<file path="src/rtl/ysyx_22050710_sram_arbiter_if.sv">
// SRAM-like request/response bundle shared by the masters and the memory port.
// The master modport drives the request fields; the slave modport answers with addr_ok/data_ok/rdata.
interface ysyx_22050710_sram_arbiter_if #(
  parameter int ADDR_WD  = 32,
  parameter int DATA_WD  = 64,
  parameter int WMASK_WD = 8
);
  logic                req;
  logic                op;
  logic [1:0]          size;
  logic [ADDR_WD-1:0]  addr;
  logic [WMASK_WD-1:0] wstrb;
  logic [DATA_WD-1:0]  wdata;
  logic                addr_ok;
  logic                data_ok;
  logic [DATA_WD-1:0]  rdata;

  modport master (
    output req, op, size, addr, wstrb, wdata,
    input  addr_ok, data_ok, rdata
  );

  modport slave (
    input  req, op, size, addr, wstrb, wdata,
    output addr_ok, data_ok, rdata
  );
endinterface

</file>
<file path="src/rtl/ysyx_22050710_sram_arbiter.sv">
// Two-master SRAM port arbiter: grant locked until addr_ok, in-order owner FIFO routes data_ok back.
// Define ARB_ROUND_ROBIN_EN for round-robin grant; default is fixed M1 (data master) priority.
module ysyx_22050710_sram_arbiter #(
  parameter int SRAM_ADDR_WD    = 32,
  parameter int SRAM_DATA_WD    = 64,
  parameter int SRAM_WMASK_WD   = 8,
  parameter int MAX_OUTSTANDING = 4
) (
  input logic                         i_clk,
  input logic                         i_rst_n,
  ysyx_22050710_sram_arbiter_if.slave m0,
  ysyx_22050710_sram_arbiter_if.slave m1,
  ysyx_22050710_sram_arbiter_if.master s
);
  localparam int PTR_W = $clog2(MAX_OUTSTANDING);
  localparam int CNT_W = PTR_W + 1;

  logic             id_fifo [MAX_OUTSTANDING];
  logic [PTR_W-1:0] rd_ptr;
  logic [PTR_W-1:0] wr_ptr;
  logic [CNT_W-1:0] count;
  logic             lock;
  logic             lock_owner;
`ifdef ARB_ROUND_ROBIN_EN
  logic             rr_last;
`endif

  logic                     full;
  logic                     grant;
  logic                     s_req;
  logic                     fire;
  logic                     pop;
  logic                     head;
  logic                     sel_op;
  logic [1:0]               sel_size;
  logic [SRAM_ADDR_WD-1:0]  sel_addr;
  logic [SRAM_WMASK_WD-1:0] sel_wstrb;
  logic [SRAM_DATA_WD-1:0]  sel_wdata;

  assign full = (count == CNT_W'(MAX_OUTSTANDING));

  // A locked owner always wins so a presented request never changes under the memory.
  always_comb begin
    grant = m1.req;
`ifdef ARB_ROUND_ROBIN_EN
    if (m0.req && m1.req) grant = ~rr_last;
`endif
    if (lock) grant = lock_owner;
  end

  // Reset gates the request so the memory port goes quiet immediately, not at the next edge.
  assign s_req = i_rst_n & (m0.req | m1.req) & ~full;
  assign fire  = s_req & s.addr_ok;
  assign head  = id_fifo[rd_ptr];
  assign pop   = s.data_ok & (count != '0);

  always_comb begin
    sel_op    = 1'b0;
    sel_size  = 2'b00;
    sel_addr  = '0;
    sel_wstrb = '0;
    sel_wdata = '0;
    if (s_req) begin
      if (grant) begin
        sel_op    = m1.op;
        sel_size  = m1.size;
        sel_addr  = m1.addr;
        sel_wstrb = m1.wstrb;
        sel_wdata = m1.wdata;
      end else begin
        sel_op    = m0.op;
        sel_size  = m0.size;
        sel_addr  = m0.addr;
        sel_wstrb = m0.wstrb;
        sel_wdata = m0.wdata;
      end
    end
  end

  assign s.req   = s_req;
  assign s.op    = sel_op;
  assign s.size  = sel_size;
  assign s.addr  = sel_addr;
  assign s.wstrb = sel_wstrb;
  assign s.wdata = sel_wdata;

  assign m0.addr_ok = fire & ~grant;
  assign m1.addr_ok = fire & grant;
  assign m0.data_ok = pop & ~head;
  assign m1.data_ok = pop & head;
  assign m0.rdata   = s.rdata;
  assign m1.rdata   = s.rdata;

  // Owner IDs are payload; only the pointers and count need reset.
  always_ff @(posedge i_clk) begin
    if (fire) id_fifo[wr_ptr] <= grant;
  end

  always_ff @(posedge i_clk or negedge i_rst_n) begin
    if (!i_rst_n) begin
      rd_ptr     <= '0;
      wr_ptr     <= '0;
      count      <= '0;
      lock       <= 1'b0;
      lock_owner <= 1'b0;
    end else begin
      if (fire) wr_ptr <= wr_ptr + PTR_W'(1);
      if (pop)  rd_ptr <= rd_ptr + PTR_W'(1);
      case ({fire, pop})
        2'b10:   count <= count + CNT_W'(1);
        2'b01:   count <= count - CNT_W'(1);
        default: count <= count;
      endcase
      if (fire) begin
        lock <= 1'b0;
      end else if (s_req) begin
        lock       <= 1'b1;
        lock_owner <= grant;
      end
    end
  end

`ifdef ARB_ROUND_ROBIN_EN
  always_ff @(posedge i_clk or negedge i_rst_n) begin
    if (!i_rst_n) rr_last <= 1'b0;
    else if (fire) rr_last <= grant;
  end
`endif

endmodule

</file>
<file path="src/flat_wrapper.sv">
// flat-port wrapper written by rule: the top's interface ports become plain ports
module ysyx_22050710_sram_arbiter_flat 
#(
  parameter int SRAM_ADDR_WD    = 32,
  parameter int SRAM_DATA_WD    = 64,
  parameter int SRAM_WMASK_WD   = 8,
  parameter int MAX_OUTSTANDING = 4
)
  (i_clk, i_rst_n, m0_req, m0_op, m0_size, m0_addr, m0_wstrb, m0_wdata, m0_addr_ok, m0_data_ok, m0_rdata, m1_req, m1_op, m1_size, m1_addr, m1_wstrb, m1_wdata, m1_addr_ok, m1_data_ok, m1_rdata, s_req, s_op, s_size, s_addr, s_wstrb, s_wdata, s_addr_ok, s_data_ok, s_rdata);
  ysyx_22050710_sram_arbiter_if #(.ADDR_WD((32)), .DATA_WD((64)), .WMASK_WD((8))) m0_i ();
  ysyx_22050710_sram_arbiter_if #(.ADDR_WD((32)), .DATA_WD((64)), .WMASK_WD((8))) m1_i ();
  ysyx_22050710_sram_arbiter_if #(.ADDR_WD((32)), .DATA_WD((64)), .WMASK_WD((8))) s_i ();
  input logic i_clk;
  input logic i_rst_n;
  input wire logic [$bits(m0_i.req)-1:0] m0_req;
  input wire logic [$bits(m0_i.op)-1:0] m0_op;
  input wire logic [$bits(m0_i.size)-1:0] m0_size;
  input wire logic [$bits(m0_i.addr)-1:0] m0_addr;
  input wire logic [$bits(m0_i.wstrb)-1:0] m0_wstrb;
  input wire logic [$bits(m0_i.wdata)-1:0] m0_wdata;
  output wire logic [$bits(m0_i.addr_ok)-1:0] m0_addr_ok;
  output wire logic [$bits(m0_i.data_ok)-1:0] m0_data_ok;
  output wire logic [$bits(m0_i.rdata)-1:0] m0_rdata;
  input wire logic [$bits(m1_i.req)-1:0] m1_req;
  input wire logic [$bits(m1_i.op)-1:0] m1_op;
  input wire logic [$bits(m1_i.size)-1:0] m1_size;
  input wire logic [$bits(m1_i.addr)-1:0] m1_addr;
  input wire logic [$bits(m1_i.wstrb)-1:0] m1_wstrb;
  input wire logic [$bits(m1_i.wdata)-1:0] m1_wdata;
  output wire logic [$bits(m1_i.addr_ok)-1:0] m1_addr_ok;
  output wire logic [$bits(m1_i.data_ok)-1:0] m1_data_ok;
  output wire logic [$bits(m1_i.rdata)-1:0] m1_rdata;
  output wire logic [$bits(s_i.req)-1:0] s_req;
  output wire logic [$bits(s_i.op)-1:0] s_op;
  output wire logic [$bits(s_i.size)-1:0] s_size;
  output wire logic [$bits(s_i.addr)-1:0] s_addr;
  output wire logic [$bits(s_i.wstrb)-1:0] s_wstrb;
  output wire logic [$bits(s_i.wdata)-1:0] s_wdata;
  input wire logic [$bits(s_i.addr_ok)-1:0] s_addr_ok;
  input wire logic [$bits(s_i.data_ok)-1:0] s_data_ok;
  input wire logic [$bits(s_i.rdata)-1:0] s_rdata;
  assign m0_i.req = m0_req;
  assign m0_i.op = m0_op;
  assign m0_i.size = m0_size;
  assign m0_i.addr = m0_addr;
  assign m0_i.wstrb = m0_wstrb;
  assign m0_i.wdata = m0_wdata;
  assign m0_addr_ok = m0_i.addr_ok;
  assign m0_data_ok = m0_i.data_ok;
  assign m0_rdata = m0_i.rdata;
  assign m1_i.req = m1_req;
  assign m1_i.op = m1_op;
  assign m1_i.size = m1_size;
  assign m1_i.addr = m1_addr;
  assign m1_i.wstrb = m1_wstrb;
  assign m1_i.wdata = m1_wdata;
  assign m1_addr_ok = m1_i.addr_ok;
  assign m1_data_ok = m1_i.data_ok;
  assign m1_rdata = m1_i.rdata;
  assign s_req = s_i.req;
  assign s_op = s_i.op;
  assign s_size = s_i.size;
  assign s_addr = s_i.addr;
  assign s_wstrb = s_i.wstrb;
  assign s_wdata = s_i.wdata;
  assign s_i.addr_ok = s_addr_ok;
  assign s_i.data_ok = s_data_ok;
  assign s_i.rdata = s_rdata;
  ysyx_22050710_sram_arbiter #(.SRAM_ADDR_WD(SRAM_ADDR_WD), .SRAM_DATA_WD(SRAM_DATA_WD), .SRAM_WMASK_WD(SRAM_WMASK_WD), .MAX_OUTSTANDING(MAX_OUTSTANDING)) u_core (.i_clk(i_clk), .i_rst_n(i_rst_n), .m0(m0_i), .m1(m1_i), .s(s_i));
endmodule
</file>
<file path="config.mk">
export PLATFORM = sky130hd
export DESIGN_NAME = ysyx_22050710_sram_arbiter_flat
export DESIGN_NICKNAME = d
export VERILOG_FILES = /design/src/rtl/ysyx_22050710_sram_arbiter_if.sv /design/src/rtl/ysyx_22050710_sram_arbiter.sv /design/src/flat_wrapper.sv
export SDC_FILE = /design/constraint.sdc
export NUM_CORES = 1
export LEC_CHECK = 0
export ABC_AREA = 0
export BUFFER_PORTS_ARGS = -buffer_cell sky130_fd_sc_hd__clkbuf_2
export CAP_MARGIN = 10
export CELL_PAD_IN_SITES_DETAIL_PLACEMENT = 1
export CELL_PAD_IN_SITES_GLOBAL_PLACEMENT = 1
export CORE_AREA = 3 3 200 202
export CTS_BUF_LIST = sky130_fd_sc_hd__clkbuf_4 sky130_fd_sc_hd__clkbuf_8
export DETAILED_ROUTE_END_ITERATION = 10
export DIE_AREA = 0 0 203 205
export HOLD_SLACK_MARGIN = 0.12
export PLACE_DENSITY = 0.58
export SLEW_MARGIN = 20
export SYNTH_ARGS = -nofsm -noshare
export SYNTH_HDL_FRONTEND = slang
export SYNTH_SLANG_ARGS = --single-unit
</file>
<file path="constraint.sdc">
create_clock -name i_clk -period 4.3 [get_ports i_clk]
set_clock_uncertainty 0.15 [all_clocks]
set_input_delay 0.86 -clock i_clk [delete_from_list [all_inputs] [get_ports i_clk]]
set_output_delay 0.86 -clock i_clk [all_outputs]
set_load 0.01 [all_outputs]
</file>
* After elaboration in Yosys (flattened, before gate mapping) *
Memories as Yosys holds them, arrays and structs flattened.
Index checks and enable logic that the tools add are counted.

word-level totals
  register bits = 9
  memory bits (writable) = 4
  bits of input ports = 284
  output and inout bits = 240
  logic and storage cells = 46
  memories kept = 1

memory list
  memory          depth  width  read ports  clocked after Yosys merged registers in  wr ports  line                              source
  u_core.id_fifo  4      1      1           0                                        1         ysyx_22050710_sram_arbiter.sv:18  logic id_fifo [MAX_OUTSTANDING];

cells by class
  add/sub/neg operators = 4
  equality and inequality tests = 3
  mux-type cells = 16
  bitwise logic cells = 13
  reductions and logical operators = 4

operators with widths
  operator                                                            count
  64-bit 2-to-1 mux                                                   2
  32-bit 2-to-1 mux                                                   2
  8-bit 2-to-1 mux                                                    2
  1-bit AND                                                           8
  1-bit 2-to-1 mux                                                    7
  3-bit one-hot mux with 2 select lines                               1
  2-bit by 1-bit adder with 2-bit output, second input constant       2
  2-bit 2-to-1 mux                                                    2
  1-bit inverter                                                      4
  2-bit nonzero test                                                  2
  3-bit by 1-bit adder with 3-bit output, second input constant       1
  3-bit == test, second input constant                                1
  3-bit nonzero test                                                  1
  3-bit by 1-bit subtractor with 3-bit output, second input constant  1
  2-bit by 1-bit == test with 1-bit output, second input constant     1
  2-bit == test, second input constant                                1
  2-bit AND reduction                                                 1
  1-bit OR                                                            1

* Depth between registers and ports, before layout *
Gate-level depths: netlist (run 1).

  word-level depth = 6
  mapped depth = 9
  gate-level depth less buffers = 9

* Worst setup path before layout (run 1) *
OpenSTA, ideal clock, no wires.

  kind = input port to output port
  from = input port m1_req
  to = output port m0_addr_ok
  arrival time = 1.777 ns
  data required time = 3.290 ns
  slack = 1.513 ns
  cell stages on the path = 5
  path buffers = 2
  cells stage by stage = mux2i_4 -> inv_2 -> buf_4 -> buf_2 -> nor3_1

on the way
  elaborated cells on any way between the ends = 7
  classes of those cells = mux (1); bitwise (6)

RTL lines
  what                    line                              source
  start, declared         flat_wrapper.sv:24                input wire logic [$bits(m1_i.req)-1:0] m1_req;
  1-bit 2-to-1 mux        ysyx_22050710_sram_arbiter.sv:48  if (lock) grant = lock_owner;
  named net u_core.grant  ysyx_22050710_sram_arbiter.sv:29  logic grant;
  1-bit inverter          ysyx_22050710_sram_arbiter.sv:87  assign m0.addr_ok = fire & ~grant;
  1-bit AND               ysyx_22050710_sram_arbiter.sv:87
  end, declared           flat_wrapper.sv:21                output wire logic [$bits(m0_i.addr_ok)-1:0] m0_addr_ok;

The timed path passes the listed nets, and every way through them passes these cells.

* Worst setup path after layout (run 1) *
  from = input port i_rst_n
  to = output port s_addr[3]

on the way
  longest elaborated chain between the ends = 3

RTL lines
  what                     line                              source
  start, declared          flat_wrapper.sv:14                input logic i_rst_n;
  1-bit AND (2 in series)  ysyx_22050710_sram_arbiter.sv:52  assign s_req = i_rst_n & (m0.req | m1.req) & ~full;
  32-bit 2-to-1 mux        ysyx_22050710_sram_arbiter.sv:63  if (s_req) begin
  end, declared            flat_wrapper.sv:36                output wire logic [$bits(s_i.addr)-1:0] s_addr;

Every way passes these cells.

==> results of run 1 <==
[layer usage]
metal / track usage (%) / vias to the layer above / wire length [um]
li1: - / 1940 / -
met1: 8.46 / 1758 / 6220
met2: 11.8 / 244 / 7620
met3: 2.61 / 74 / 1930
met4: 3.54 / 0 / 856
met5: 0 / - / 0
[worst paths after layout]
check,start,to,slack (ns)
max in group asynchronous,i_rst_n,u_core.wr_ptr[1],3.48
min in group i_clk,u_core.count[2],u_core.count[2],0.34
hold reg to reg,u_core.count[2],u_core.count[2],0.34
hold / removal,i_rst_n,u_core.rd_ptr[1],0.32
setup / recovery,i_rst_n,s_addr[3],0.93
setup reg to reg,u_core.count[0],u_core.count[2],1.78
[cell families after synthesis]
kind of cell | after synthesis | synth area share, %
xor gates and xnor gates | 6 | 1.64
DFF | 13 | 10.8
muxes | 5 | 2.42
buffers and inverters | 172 | 37.3
adders and majority gates | 6 | 2.58
and+or+nand+nor | 228 | 27.6
AOI/OAI and AO/OA | 111 | 17.6
[stage by stage]
stage               utilization [%]  power, mW  worst slack (ns)  hold slack (ns)  cells
floorplan                         -       1.17              1.51            0.303    541
detailed placement             11.6       1.60             0.828            0.329   1234
CTS                            11.7       1.72             0.827            0.323   1238
global placement               11.6       1.58             0.849            0.324   1234
global route                   11.7       1.88             0.723            0.323   1238
finish                         11.7       1.68             0.929            0.316   1238
[report_power, final]
part           switching [mW]  total, mW  leakage (nW)  internal (mW)
clock network          0.0491      0.113        0.0255         0.0642
logic                   0.829       1.34          2.27          0.509
registers              0.0462      0.226         0.142          0.180
total                   0.925       1.68          2.44          0.753
[critical path: stages]
cell	delay, ns
clkbuf_2	0.24
o21ai_0	0.18
or2_4	0.44
buf_12	0.27
a21oi_1	0.18
clkbuf_2	0.16
[layout make-up]
type / count / area, um2 / area share [%]
clock inverter: 1 / 5.00 / 0.111
clock buffer: 3 / 41.3 / 0.916
tap: 518 / 648 / 14.4
timing repair buffer: 338 / 1770 / 39.3
sequential: 13 / 345 / 7.66
inverter: 9 / 36.3 / 0.805
multi-input combinational: 356 / 1660 / 36.8
[cell usage in the layout, fill, tap and decap left out, drive strengths merged]
cell    synthesis  routed
a21o            1       1
a21oi         107     107
and2            5       5
buf           155       7
clkbuf          8     334
clkinv          0       1
dfrtp           9       9
edfxtp          4       4
fa              1       1
ha              5       5
inv             9       9
mux2            2       2
mux2i           2       2
mux4            1       1
nand2         215     215
nor2            3       3
nor3            3       3
nor3b           1       1
o211ai          1       1
o21ai           1       1
o31ai           1       1
or2             1       1
xnor2           4       4
xor2            2       2
[flip-flops by register name (all words and copies together), names as in the netlist]
name,cells
u_core.lock,1
u_core.lock_owner,1
u_core.wr_ptr,2
u_core.rd_ptr,2
u_core.id_fifo,4
u_core.count,3
==> flow_summary.json, run 1 <==
{
  "dpl_cell_area_um2": 4460,
  "die_x_um": 203,
  "ir_drop_uv": 206,
  "drt_iter0_drc": 124,
  "setup_viol": 0,
  "powerDensity_nw_per_um2": 372,
  "synthTopCellsByArea": "buf_4 32%, nand2_1 25%, a21oi_1 17%",
  "async_flop_share_pct": 69.2,
  "p_leak_nw": 2.44,
  "rsz0062_at_grt": "no",
  "postCtsSetupBuffers": 0,
  "antenna_found_initial": 0,
  "core_area_um2": 38500,
  "hold_viol": 0,
  "nNetsFinal": 1011,
  "die_area_um2": 41600,
  "syn-num-nets": 831,
  "synth_cell_types": 27,
  "cts_made_buffers": 3,
  "remaining_drc_errors": 0,
  "synth_edf_count": 4,
  "grt_overflow_total": 0,
  "start_kind": "primary input",
  "fillers": 4883,
  "synth_top_area_cell": "buf_4",
  "synth_ff_type": "dfrtp_1",
  "min_period_ns": 3.37,
  "post_cts_resized": 0,
  "syn_inst": 541,
  "wl_mm": 16.6,
  "cts_root_buf": "clkbuf_8",
  "htreeDepth": 1,
  "vias_per_cell": 3.24,
  "grt_max_degree": 58,
  "die_y_um": 205,
  "start_util_pct": 8.32,
  "cts_tree": "yes",
  "synth_top_cell_area_share_pct": 32.1,
  "outcome": "finished clean",
  "synth_most_common_cell": "nand2_1",
  "ys_ff_latch": 13,
  "num_rows": 72,
  "hp-class": "primary input to asynchronous set/reset pin",
  "pin_count": 524,
  "yosysWarnings": 0,
  "port_buffers": 331,
  "drv_slew": 0,
  "grt_pass1_vias": 4187,
  "cts_buffer_depth": 2,
  "synth_area_um2": 3200,
  "end_kind": "output port",
  "cts_sinks": 13,
  "synth_seq_area_share_pct": 10.8,
  "antenna_cells": 0,
  "antenna_left": 0,
  "area_growth_pct": 40.9,
  "worstMarginPinSlew_ns": 0.592,
  "dpl.hpwl_mm": 14.0,
  "crit_fanout": 51,
  "finalCritPeriodShare_pct": 78.4,
  "rr_worst_depth": 9,
  "fin_setup_tns_ns": 0,
  "worstPathArrival_ns": 2.36,
  "grt_pass1_wl_mm": 24.0,
  "synthTopCellsByCount": "215 x nand2_1, 137 x buf_4, 107 x a21oi_1, 16 x buf_2, 9 x dfrtp_1",
  "cts_hold_buf": 0,
  "max_freq_mhz": 297,
  "cp.required_ns": 3.29,
  "stdcell_area_um2": 4510,
  "cts.clk_slew.worst_paths_ns": 0.06,
  "relSlewSlack_pct": 60.5,
  "drive_gt1_share_pct": 48.5,
  "drt_pre_antenna_iters": 4,
  "gp_congestion": 0.710,
  "maxCapViolations": 0,
  "clkLatencyLatePin_ns": 0.25,
  "worstSetupPathType": "primary input to output port",
  "wl_per_cell_um": 13.4,
  "vias": 4016,
  "track_usage_pct": 7.24,
  "synth_area_per_cell_um2": 5.91
}
Note: power is estimated with default switching activity, not from simulation.
==> run 2, diff against run 1 <==
- ABC_AREA: 0 -> 1
- CORE_AREA: 3 3 200 202 -> 3 3 202 204
- DIE_AREA: 0 0 203 205 -> 0 0 205 207
- clock period: 4.3 -> 3.23 ns (I/O delays scaled with it)
==> run 2 against run 1 <==
Compared with the run above:
- non-clock buffer count up 1
- via count rose by 4.5%
- critical path type unchanged
- setup slack worse by 0.29 ns
- sequential share of layout area shrank 0.17 points
- flip-flop and latch count unchanged
- synthesized cell count grew 6.1%
- wire length fell by 2.4%
- sequential power up 29%
- final cell count is 3.5% higher
==> flow_summary.json, run 2 <==
{
  "outcome": "finished clean",
  "cts.clk_slew.worst_paths_ns": 0.06,
  "track_usage_pct": 6.81,
  "critPathBufInv": 4,
  "gp_congestion": 0.839,
  "end_kind": "output port",
  "r2r_slack_ns": 0.96,
  "cts_made_buffers": 3,
  "min_period_ns": 2.59,
  "maxCapViolations": 0,
  "hold_viol": 0,
  "grt_max_degree": 62,
  "antenna_left": 0,
  "synthTopCellsByCount": "238 x nand2_1, 131 x buf_4, 109 x a21oi_1, 22 x buf_2, 20 x inv_1",
  "synth_area_um2": 3240,
  "synth_most_common_cell": "nand2_1",
  "powerDensity_nw_per_um2": 514,
  "synth_seq_area_share_pct": 10.7,
  "fin_setup_tns_ns": 0,
  "r2r-start": "u_core.count[0]",
  "cp.required_ns": 2.43,
  "critical-path-top-delay-family": "buffers and inverters",
  "nNetsFinal": 1046,
  "num_rows": 73,
  "synth_top_cell_area_share_pct": 30.3,
  "synth_ff_type": "dfrtp_1",
  "reg_top3": "u_core.id_fifo (4), u_core.count (3)",
  "worstSetupPathType": "primary input to output port",
  "ys_ff_latch": 13,
  "cts_tree": "yes",
  "worstSetupEndpoint": "s_wdata[33]",
  "cts_hold_buf": 2,
  "cts_buffer_depth": 2,
  "die_x_um": 205,
  "cts_sinks": 13,
  "r2r_end": "u_core.count[2]",
  "ir_drop_uv": 333,
  "antenna_found_initial": 1,
  "timing.critical_path.mode_cell": "clkbuf_2",
  "stdcell_area_um2": 4610,
  "syn-num-nets": 864,
  "mostFrequentLayoutCells": "331 x clkbuf_2, 237 x nand2_1, 109 x a21oi_1",
  "postCtsSetupBuffers": 0,
  "rr_worst_depth": 9,
  "rsz0062_at_grt": "no",
  "grt_pass1_vias": 4230,
  "wl_per_cell_um": 12.7,
  "path_cells": "clkbuf_2, inv_1, nor2_4, nand2_4, buf_12, a21oi_1, clkbuf_2",
  "vias": 4195,
  "clkLatencyLatePin_ns": 0.24,
  "finalCritPeriodShare_pct": 80.2,
  "core_area_um2": 39500,
  "drive_gt1_share_pct": 46.0,
  "drv_slew": 0,
  "max_freq_mhz": 386,
  "synth_area_per_cell_um2": 5.65,
  "crit_fanout": 54,
  "area_growth_pct": 42.3,
  "htreeDepth": 1,
  "remaining_drc_errors": 0,
  "die_area_um2": 42400,
  "relSlewSlack_pct": 79.6,
  "synth_cell_types": 22,
  "worstPathArrival_ns": 1.79,
  "grt_pass1_wl_mm": 23.2,
  "crit_path_start": "i_rst_n",
  "hp-class": "flop to flop",
  "start_util_pct": 8.22,
  "die_y_um": 207,
  "yosysWarnings": 0,
  "worstMarginPinSlew_ns": 0.306,
  "dpl_cell_area_um2": 4550,
  "max_stage_delay_ns": 0.26,
  "setup_viol": 0,
  "synthTopCellsByArea": "buf_4 30%, nand2_1 28%, a21oi_1 17%",
  "async_flop_share_pct": 69.2,
  "p_leak_nw": 2.48,
  "postLayoutCoreUtil_pct": 11.7,
  "crit_slowest_cell": "a21oi_1",
  "drt_iter0_drc": 218,
  "synth_top_area_cell": "buf_4",
  "start_kind": "primary input",
  "syn_inst": 574,
  "wl_mm": 16.2,
  "grt_overflow_total": 0,
  "critical_path_depth": 7,
  "cts_root_buf": "clkbuf_8",
  "dpl.hpwl_mm": 13.7,
  "pin_count": 524,
  "synth_edf_count": 4,
  "post_cts_resized": 0,
  "largest_reg_flops": 4,
  "drt_pre_antenna_iters": 6,
  "vias_per_cell": 3.27,
  "top_register": "u_core.id_fifo",
  "final_common_cell": "clkbuf_2",
  "port_buffers": 331
}
[run 2: cell types whose count changed in the layout (fill, tap and decap cells not counted), sizes merged, moves of 4 or more]
cell and delta:
nand2 +26, nor2 +7, and2 -5, nand3 +4, inv +11
[run 2: through the flow]
step	setup slack, ns	hold WS, ns	instances	total power, mW
2_1_floorplan	0.997	0.200	574	1.63
3_3_place_gp	0.404	0.341	1274	2.24
3_5_place_dp	0.385	0.352	1274	2.28
4_1_cts	0.602	0.366	1280	2.43
5_1_grt	0.536	0.403	1281	2.65
6_report	0.641	0.359	1281	2.37
[run 2: worst register-to-register path: stages (launching register included)]
cell and delay, ns:
dfrtp_1 0.40, nor2_1 0.17, nand2_2 0.16, nand3_2 0.23, ha_1 0.21, inv_1 0.08
fa_1 0.44, nand2_1 0.08, nand3_1 0.09, xor2_1 0.15
[run 2: worst min-delay path by stage]
stage	from	end	slack (ns)	depth (start not counted)
final	u_core.count[0]	u_core.count[0]	0.36	1
after global routing	u_core.count[1]	u_core.count[1]	0.40	2
after CTS	u_core.count[0]	u_core.count[0]	0.37	1
after detailed placement	u_core.count[0]	u_core.count[0]	0.35	1
after global placement	u_core.count[0]	u_core.count[0]	0.34	1
after floorplan	i_rst_n	u_core.count[0]	0.20	0
[run 2: per-layer routing]
| layer | GRT usage [%] | vias up | wire length, um |
|---|---|---|---|
| li1 | - | 2034 | - |
| met2 | 13.0 | 258 | 8070 |
| met4 | 2.33 | 2 | 515 |
| met3 | 2.17 | 60 | 1880 |
| met1 | 6.81 | 1841 | 5720 |
| met5 | 0.806 | - | 44 |
[run 2: area by class of cell]
class / count / area, um2
clock inverter: 1 / 5.00
fill: 5014 / 34800
antenna: 1 / 2.50
timing repair buffer: 339 / 1800
sequential: 13 / 345
inverter: 20 / 75.1
clock buffer: 3 / 41.3
multi-input combinational: 379 / 1690
tap: 525 / 657
[run 2: power breakdown]
| group | switching (mW) | internal [mW] |
|---|---|---|
| clock | 0.0576 | 0.0850 |
| sequential | 0.0541 | 0.238 |
| combinational | 1.24 | 0.694 |
[run 2: kinds of logic (layout without fill, tap and decap cells)]
logic type / after synthesis / in the layout / synth area share, %
adders and majority gates: 6 / 6 / 2.55
xor gates and xnor gates: 4 / 4 / 1.08
DFF: 13 / 13 / 10.7
other: 0 / 1 / 0
and+or+nand+nor: 258 / 258 / 31.0
buffers and inverters: 182 / 363 / 37.6
AOI/OAI and AO/OA: 111 / 111 / 17.1
